## src/rtl/game_pkg.sv

```systemverilog
// Shared definitions for the flappy-bird game sequencer: state encoding,
// default score width and the per-cycle event bundle seen by the FSM.
package game_pkg;

  localparam int GAME_SCORE_W = 10;

  typedef enum logic [1:0] {
    ST_IDLE = 2'd0,
    ST_PLAY = 2'd1,
    ST_DEAD = 2'd2,
    ST_OVER = 2'd3
  } state_e;

  typedef struct packed {
    logic press;
    logic frame_stb;
    logic out_of_bounds;
    logic pipe_passed;
  } evt_t;

endpackage

```

## src/rtl/game_ctrl_if.sv

```systemverilog
// Game sequencer I/O bundle: button and bird-block events in, bird-block
// controls and score readout out.
interface game_ctrl_if #(parameter int SCORE_W = game_pkg::GAME_SCORE_W);

  logic               i_btn;
  logic               i_frame_stb;
  logic               i_out_of_bounds;
  logic               i_pipe_passed;
  logic               o_bird_rst;
  logic               o_animate;
  logic               o_flap;
  logic [1:0]         o_state;
  logic [SCORE_W-1:0] o_score;
  logic [SCORE_W-1:0] o_hi_score;

  modport slave (
    input  i_btn, i_frame_stb, i_out_of_bounds, i_pipe_passed,
    output o_bird_rst, o_animate, o_flap, o_state, o_score, o_hi_score
  );

  modport master (
    output i_btn, i_frame_stb, i_out_of_bounds, i_pipe_passed,
    input  o_bird_rst, o_animate, o_flap, o_state, o_score, o_hi_score
  );

endinterface

```

## src/rtl/btn_debounce.sv

```systemverilog
// Flap button conditioner: 2-flop synchroniser, stability-count debounce and
// a registered one-cycle press pulse on the debounced rising edge.
module btn_debounce #(
  parameter logic [15:0] DB_CYCLES = 16'd50000
) (
  input  logic i_clk,
  input  logic i_rst_n,
  input  logic i_btn,
  output logic o_level,
  output logic o_press
);

  logic        sync1_q, sync2_q;
  logic [15:0] cnt_q, cnt_d;
  logic        level_q, level_d;
  logic        press_q, press_d;

  // Counter only advances while the synced input disagrees with the accepted level.
  always_comb begin
    cnt_d   = '0;
    level_d = level_q;
    press_d = 1'b0;
    if (sync2_q != level_q) begin
      if (cnt_q == DB_CYCLES - 16'd1) begin
        level_d = ~level_q;
        press_d = ~level_q;
      end else begin
        cnt_d = cnt_q + 16'd1;
      end
    end
  end

  always_ff @(posedge i_clk or negedge i_rst_n) begin
    if (!i_rst_n) begin
      sync1_q <= 1'b0;
      sync2_q <= 1'b0;
      cnt_q   <= '0;
      level_q <= 1'b0;
      press_q <= 1'b0;
    end else begin
      sync1_q <= i_btn;
      sync2_q <= sync1_q;
      cnt_q   <= cnt_d;
      level_q <= level_d;
      press_q <= press_d;
    end
  end

  assign o_level = level_q;
  assign o_press = press_q;

endmodule

```

## src/rtl/game_ctrl.sv

```systemverilog
// Flappy-bird game sequencer: IDLE/PLAY/DEAD/OVER FSM, bird-block control
// pulses and score keeping. Optional flap rate limit under FLAP_COOLDOWN_EN.
module game_ctrl
  import game_pkg::*;
#(
  parameter logic [15:0] DB_CYCLES       = 16'd50000,
  parameter logic [7:0]  DEAD_FRAMES     = 8'd60,
  parameter logic [3:0]  COOLDOWN_FRAMES = 4'd6,
  parameter int          SCORE_W         = GAME_SCORE_W
) (
  input  logic        i_clk,
  input  logic        i_rst_n,
  game_ctrl_if.slave  bus
);

  logic btn_level, btn_press;
  evt_t ev;
  logic death, cd_ok;

  state_e             state_q, state_d;
  logic [SCORE_W-1:0] score_q, score_d;
  logic [SCORE_W-1:0] hi_q, hi_d;
  logic [7:0]         dead_cnt_q, dead_cnt_d;
  logic               bird_rst_q, bird_rst_d;
  logic               flap_q, flap_d;
  logic               animate_q, animate_d;

  btn_debounce #(.DB_CYCLES(DB_CYCLES)) u_btn (
    .i_clk   (i_clk),
    .i_rst_n (i_rst_n),
    .i_btn   (bus.i_btn),
    .o_level (btn_level),
    .o_press (btn_press)
  );

  assign ev = '{press:         btn_press & btn_level,
                frame_stb:     bus.i_frame_stb,
                out_of_bounds: bus.i_out_of_bounds,
                pipe_passed:   bus.i_pipe_passed};

  // Out-of-bounds is only trusted on frame boundaries.
  assign death = ev.frame_stb & ev.out_of_bounds;

  always_comb begin
    state_d    = state_q;
    score_d    = score_q;
    hi_d       = hi_q;
    dead_cnt_d = dead_cnt_q;
    bird_rst_d = 1'b0;
    flap_d     = 1'b0;
    animate_d  = 1'b0;
    case (state_q)
      ST_IDLE, ST_OVER: begin
        if (ev.press) begin
          state_d    = ST_PLAY;
          bird_rst_d = 1'b1;
          score_d    = '0;
        end
      end
      ST_PLAY: begin
        // Death wins: no pipe credit and no flap on the dying cycle.
        if (death) begin
          state_d    = ST_DEAD;
          dead_cnt_d = '0;
          if (score_q > hi_q) hi_d = score_q;
        end else begin
          animate_d = 1'b1;
          if (ev.pipe_passed && (score_q != '1)) score_d = score_q + SCORE_W'(1);
          if (ev.press && cd_ok) flap_d = 1'b1;
        end
      end
      ST_DEAD: begin
        if (ev.frame_stb) begin
          if (dead_cnt_q == DEAD_FRAMES - 8'd1) state_d = ST_OVER;
          else dead_cnt_d = dead_cnt_q + 8'd1;
        end
      end
      default: ;
    endcase
  end

`ifdef FLAP_COOLDOWN_EN
  logic [3:0] cd_q, cd_d;

  always_comb begin
    cd_d = cd_q;
    if (state_d != ST_PLAY)               cd_d = '0;
    else if (flap_d)                      cd_d = COOLDOWN_FRAMES;
    else if (ev.frame_stb && cd_q != '0)  cd_d = cd_q - 4'd1;
  end

  always_ff @(posedge i_clk or negedge i_rst_n) begin
    if (!i_rst_n) cd_q <= '0;
    else          cd_q <= cd_d;
  end

  assign cd_ok = (cd_q == '0);
`else
  logic unused_cd;
  assign unused_cd = ^COOLDOWN_FRAMES;
  assign cd_ok     = 1'b1;
`endif

  always_ff @(posedge i_clk or negedge i_rst_n) begin
    if (!i_rst_n) begin
      state_q    <= ST_IDLE;
      score_q    <= '0;
      hi_q       <= '0;
      dead_cnt_q <= '0;
      bird_rst_q <= 1'b0;
      flap_q     <= 1'b0;
      animate_q  <= 1'b0;
    end else begin
      state_q    <= state_d;
      score_q    <= score_d;
      hi_q       <= hi_d;
      dead_cnt_q <= dead_cnt_d;
      bird_rst_q <= bird_rst_d;
      flap_q     <= flap_d;
      animate_q  <= animate_d;
    end
  end

  assign bus.o_bird_rst = bird_rst_q;
  assign bus.o_animate  = animate_q;
  assign bus.o_flap     = flap_q;
  assign bus.o_state    = state_q;
  assign bus.o_score    = score_q;
  assign bus.o_hi_score = hi_q;

endmodule

```

## src/flat_wrapper.sv

```systemverilog
// flat-port wrapper written by rule: the top's interface ports become plain ports
module game_ctrl_flat import game_pkg::*;
#(
  parameter logic [15:0] DB_CYCLES       = 16'd50000,
  parameter logic [7:0]  DEAD_FRAMES     = 8'd60,
  parameter logic [3:0]  COOLDOWN_FRAMES = 4'd6,
  parameter int          SCORE_W         = GAME_SCORE_W
)
  (i_clk, i_rst_n, bus_i_btn, bus_i_frame_stb, bus_i_out_of_bounds, bus_i_pipe_passed, bus_o_bird_rst, bus_o_animate, bus_o_flap, bus_o_state, bus_o_score, bus_o_hi_score);
  game_ctrl_if #(.SCORE_W(SCORE_W)) bus_i ();
  input  logic i_clk;
  input  logic i_rst_n;
  input wire logic [$bits(bus_i.i_btn)-1:0] bus_i_btn;
  input wire logic [$bits(bus_i.i_frame_stb)-1:0] bus_i_frame_stb;
  input wire logic [$bits(bus_i.i_out_of_bounds)-1:0] bus_i_out_of_bounds;
  input wire logic [$bits(bus_i.i_pipe_passed)-1:0] bus_i_pipe_passed;
  output wire logic [$bits(bus_i.o_bird_rst)-1:0] bus_o_bird_rst;
  output wire logic [$bits(bus_i.o_animate)-1:0] bus_o_animate;
  output wire logic [$bits(bus_i.o_flap)-1:0] bus_o_flap;
  output wire logic [$bits(bus_i.o_state)-1:0] bus_o_state;
  output wire logic [$bits(bus_i.o_score)-1:0] bus_o_score;
  output wire logic [$bits(bus_i.o_hi_score)-1:0] bus_o_hi_score;
  assign bus_i.i_btn = bus_i_btn;
  assign bus_i.i_frame_stb = bus_i_frame_stb;
  assign bus_i.i_out_of_bounds = bus_i_out_of_bounds;
  assign bus_i.i_pipe_passed = bus_i_pipe_passed;
  assign bus_o_bird_rst = bus_i.o_bird_rst;
  assign bus_o_animate = bus_i.o_animate;
  assign bus_o_flap = bus_i.o_flap;
  assign bus_o_state = bus_i.o_state;
  assign bus_o_score = bus_i.o_score;
  assign bus_o_hi_score = bus_i.o_hi_score;
  game_ctrl #(.DB_CYCLES(DB_CYCLES), .DEAD_FRAMES(DEAD_FRAMES), .COOLDOWN_FRAMES(COOLDOWN_FRAMES), .SCORE_W(SCORE_W)) u_core (.i_clk(i_clk), .i_rst_n(i_rst_n), .bus(bus_i));
endmodule
```

## config.mk

```make
export PLATFORM = sky130hd
export DESIGN_NAME = game_ctrl_flat
export DESIGN_NICKNAME = d
export VERILOG_FILES = /design/src/rtl/game_pkg.sv /design/src/rtl/game_ctrl_if.sv /design/src/rtl/btn_debounce.sv /design/src/rtl/game_ctrl.sv /design/src/flat_wrapper.sv
export SDC_FILE = /design/constraint.sdc
export NUM_CORES = 1
export LEC_CHECK = 0
export CAP_MARGIN = 20
export CORE_ASPECT_RATIO = 1.75
export CORE_MARGIN = 5
export CORE_UTILIZATION = 35
export DETAILED_ROUTE_END_ITERATION = 12
export DONT_BUFFER_PORTS = 1
export PLACE_DENSITY = 0.47
export SLEW_MARGIN = 20
export SYNTH_ARGS = -nofsm -noshare
export SYNTH_HDL_FRONTEND = slang
export SYNTH_SLANG_ARGS = --single-unit
```

## constraint.sdc

```tcl
create_clock -name i_clk -period 1.9 [get_ports i_clk]
set_input_delay 0.38 -clock i_clk [delete_from_list [all_inputs] [get_ports i_clk]]
set_output_delay 0.38 -clock i_clk [all_outputs]
set_load 0.005 [all_outputs]
```

==> results.txt <==
Initial antenna violation count - 0
Max-slew violation count - 0
Root Buffer Master - clkbuf_16
Clock transition at the registers of the reported paths - 0.07 ns
Yosys Warn Count - 0
Detailed-router iteration count before antenna repair - 5
Net switching share of the total power - 0.228
Kind of capture point of the worst setup path - flop
Ratio of final minimum period to clock period - 0.982
Number of cells on the worst reg-to-reg path - 6
Slowest Stage Delay on Critical Path - 0.38 ns
Vias post-DR - 2801
Peak fanout along the critical path - 5
Net switching component of the power - 0.486 mW
# rows - 46
Result of the run - completed
Routed Antenna Nets - 0
Count of input and output buffers - 0
Capture point of the critical path - u_core.bus.o_hi_score[8]
Unique cell type count in the Yosys netlist - 54
Number of buffers on the longest clock path - 2
Yosys top cell area share - 0.416
Sequential group share of total power - 0.537
Async S/R FF share, synth - 1.00
Largest net degree at the start of global routing - 54
Top-level port count - 31
Series of cell instances along the critical path - inv_1, ha_4, a21o_1, a21oi_1, o211a_2, o211ai_1
#FFs+latches synth - 53
Aggregate global-route resource usage - 0.158
Layout net count - 408
Hold/Removal Path Class - input pin to flop
Critical Path Start - u_core.bus.o_hi_score[8]
Most frequently used cell type in the post-synthesis netlist - dfrtp_1
Count of flip-flops with a built-in enable after synthesis - 0
Clock network fraction of design power - 0.439
Share of final-layout standard cells stronger than drive strength 1 - 0.225
Setup Total Neg Slack - 0 ns
Worst slew margin relative to its limit - 0.701
Top cells by instance count after synthesis - dfrtp_1 (53), nand2_1 (37), inv_1 (26)
Residual overflow from global routing - 0
Max-cap violation count - 0
Die Span Y - 136 um
Post-Route WL - 8460 um
Internal reg-to-reg setup slack - 0.03 ns
Total number of clock tree sinks - 53
DRC - 0
Worst setup path class - flop to flop
TritonCTS clock tree - yes
Die area - 0.0112 sq mm
Yosys top cell by area - dfrtp_1
CTS buffer count - 5
FMAX - 0.536 GHz
Total setup violations reported at the end of the flow - 0
Count of inserted antenna diode cells - 0
Main flop type after synthesis - dfrtp_1
Lkg Pwr - 1.73 nW
Proportion of synthesized chip area in sequential cells - 0.416
Layout Area Growth over Synthesis - 25.7%
Final hold violation count - 0
Post-DP HPWL - 6070 um
Wire length of the first global-routing pass - 13700 um
Maximum clock skew at final layout - 0.00495 ns
Slowest stage cell on the critical path - dfrtp_1
Via density per instance - 5.52
Synthesized netlist net count - 363
RD Place Congestion - 0.828
Area of the core - 0.00898 sq mm
Via count of the first global-routing pass - 2784
Worst Setup Start Kind - flop
Filler Cells Inserted - 939
Width of the chip - 82.2 um
1st-iter DRT viols - 132
Total design power - 2.13 mW
Required time at the endpoint of the critical path - 2.06 ns
Initial standard-cell utilization of the core - 0.355
Number of instances in the synthesized netlist - 341
Clock latency on the worst-skew pair - 0.29 ns
Final worst path period need - 1.87 ns
Data arrival, critical path - 2.03 ns
Wirelength per Cell - 16.7 um
Setup repair after global routing missed its margin - yes
Terminus of the critical flop-to-flop path - u_core.bus.o_hi_score[8]
Combinational fraction of design power - 0.024
Worst vdd ir - 0.374 mV
Mean post-synth cell area - 9.35 sq um
Worst-Margin Slew - 0.444 ns
Area contributors post-synth - dfrtp_1 (42%), ha_1 (6.3%), nand2_1 (4.4%), o211ai_1 (3.5%), inv_1 (3.1%)
Mapped cell area - 0.00319 sq mm
Worst reg2reg path startpoint - u_core.bus.o_hi_score[8]
Power density over the cells - 531 mW/mm^2
CTS HTree Levels - 2
Internal power - 1.64 mW
## power by group through the flow
stage | registers, mW | clock network, mW | logic (mW)
after floorplan | 1.16 | 0 | 0.0161
after global placement | 1.16 | 0 | 0.0211
after detailed placement | 1.17 | 0 | 0.0212
after CTS | 1.14 | 0.958 | 0.0548
after global routing | 1.14 | 1.01 | 0.0615
final | 1.14 | 0.934 | 0.0520
## per-stage QoR
stage	util	std cells	worst slack [ns]	hold slack, ns	area (sq um)
after floorplan	-	341	0.0128	0.0844	3190
after global placement	0.407	494	0.0184	0.0860	3650
after detailed placement	0.407	494	-0.0289	0.0861	3650
after CTS	0.427	504	0.0340	0.101	3830
after global routing	0.447	507	-0.0420	0.0902	4010
final	0.447	507	0.0349	0.107	4010
## what timing repair did
item,CTS,global route
endpoints found under the hold margin,53,0
buffers inserted,0,2
hold buffers,2,0
gates resized for setup,1,22
pin swaps,0,5
setup endpoints to repair,5,15
gates cloned,0,1
## cells by family after synthesis
group,Yosys count,share of synthesized area
flip-flops,53,0.416
AO/OA/AOI/OAI,88,0.207
buffers and inverters,41,0.0490
AND/OR/NAND/NOR,122,0.202
adder cells (fa/ha/maj),16,0.0628
XOR/XNOR,11,0.0302
multiplexers,10,0.0333
## worst max-delay path, delay by kind of cell (launching register included)
| kind | cells | cell delay, ns |
|---|---|---|
| buf+inv | 1 | 0.12 |
| compound gates | 4 | 1.01 |
| flops | 1 | 0.38 |
| fa+ha+maj | 1 | 0.23 |
## how the worst min path moves through the flow
stage	startpoint	end	depth (start not counted)
2_1_floorplan	i_rst_n	u_core.bus.o_animate	0
3_3_place_gp	i_rst_n	u_core.bus.o_hi_score[2]	0
3_5_place_dp	i_rst_n	u_core.bus.o_hi_score[2]	0
4_1_cts	bus_i_btn	u_core.u_btn.sync1_q	0
5_1_grt	bus_i_btn	u_core.u_btn.sync1_q	0
6_report	bus_i_btn	u_core.u_btn.sync1_q	0
## state kept, by name, summed over array words and instances (netlist names)
| signal | cells |
|---|---|
| u_core.bus.o_animate | 1 |
| u_core.bus.o_bird_rst | 1 |
| u_core.bus.o_flap | 1 |
| u_core.bus.o_hi_score | 10 |
| u_core.bus.o_score | 10 |
| u_core.bus.o_state | 2 |
| u_core.dead_cnt_q | 8 |
| u_core.u_btn.cnt_q | 16 |
| u_core.u_btn.o_level | 1 |
| u_core.u_btn.o_press | 1 |
| u_core.u_btn.sync1_q | 1 |
| u_core.u_btn.sync2_q | 1 |
## cells in the final DEF, fill, tap and decap left out, drive strengths merged, types with 11 or more instances in the layout
master / synthesis / routed
nor2: 22 / 22
a31oi: 11 / 11
nand3: 15 / 15
nand2: 37 / 37
inv: 26 / 26
a211oi: 12 / 12
ha: 16 / 16
o211ai: 15 / 15
buf: 2 / 51
dfrtp: 53 / 53
## area by class of cell
| class | instances | area, sq um | area share |
|---|---|---|---|
| repair buffers | 52 | 433 | 0.108 |
| inverters | 26 | 97.6 | 0.0243 |
| flip-flops and latches | 53 | 1330 | 0.331 |
| multi-input cells | 248 | 1860 | 0.464 |
| clock inverters | 2 | 15.0 | 0.00374 |
| well taps | 120 | 150 | 0.0374 |
| clock buffers | 6 | 129 | 0.0321 |
## routing by layer
metal	routed length (um)	vias to the layer above	GRT usage
met5	0	-	0
met4	256	0	0.0601
met3	371	19	0.0298
met2	4520	63	0.280
met1	3310	1369	0.182
li1	-	1350	-
(Power assumes the default switching activity.)
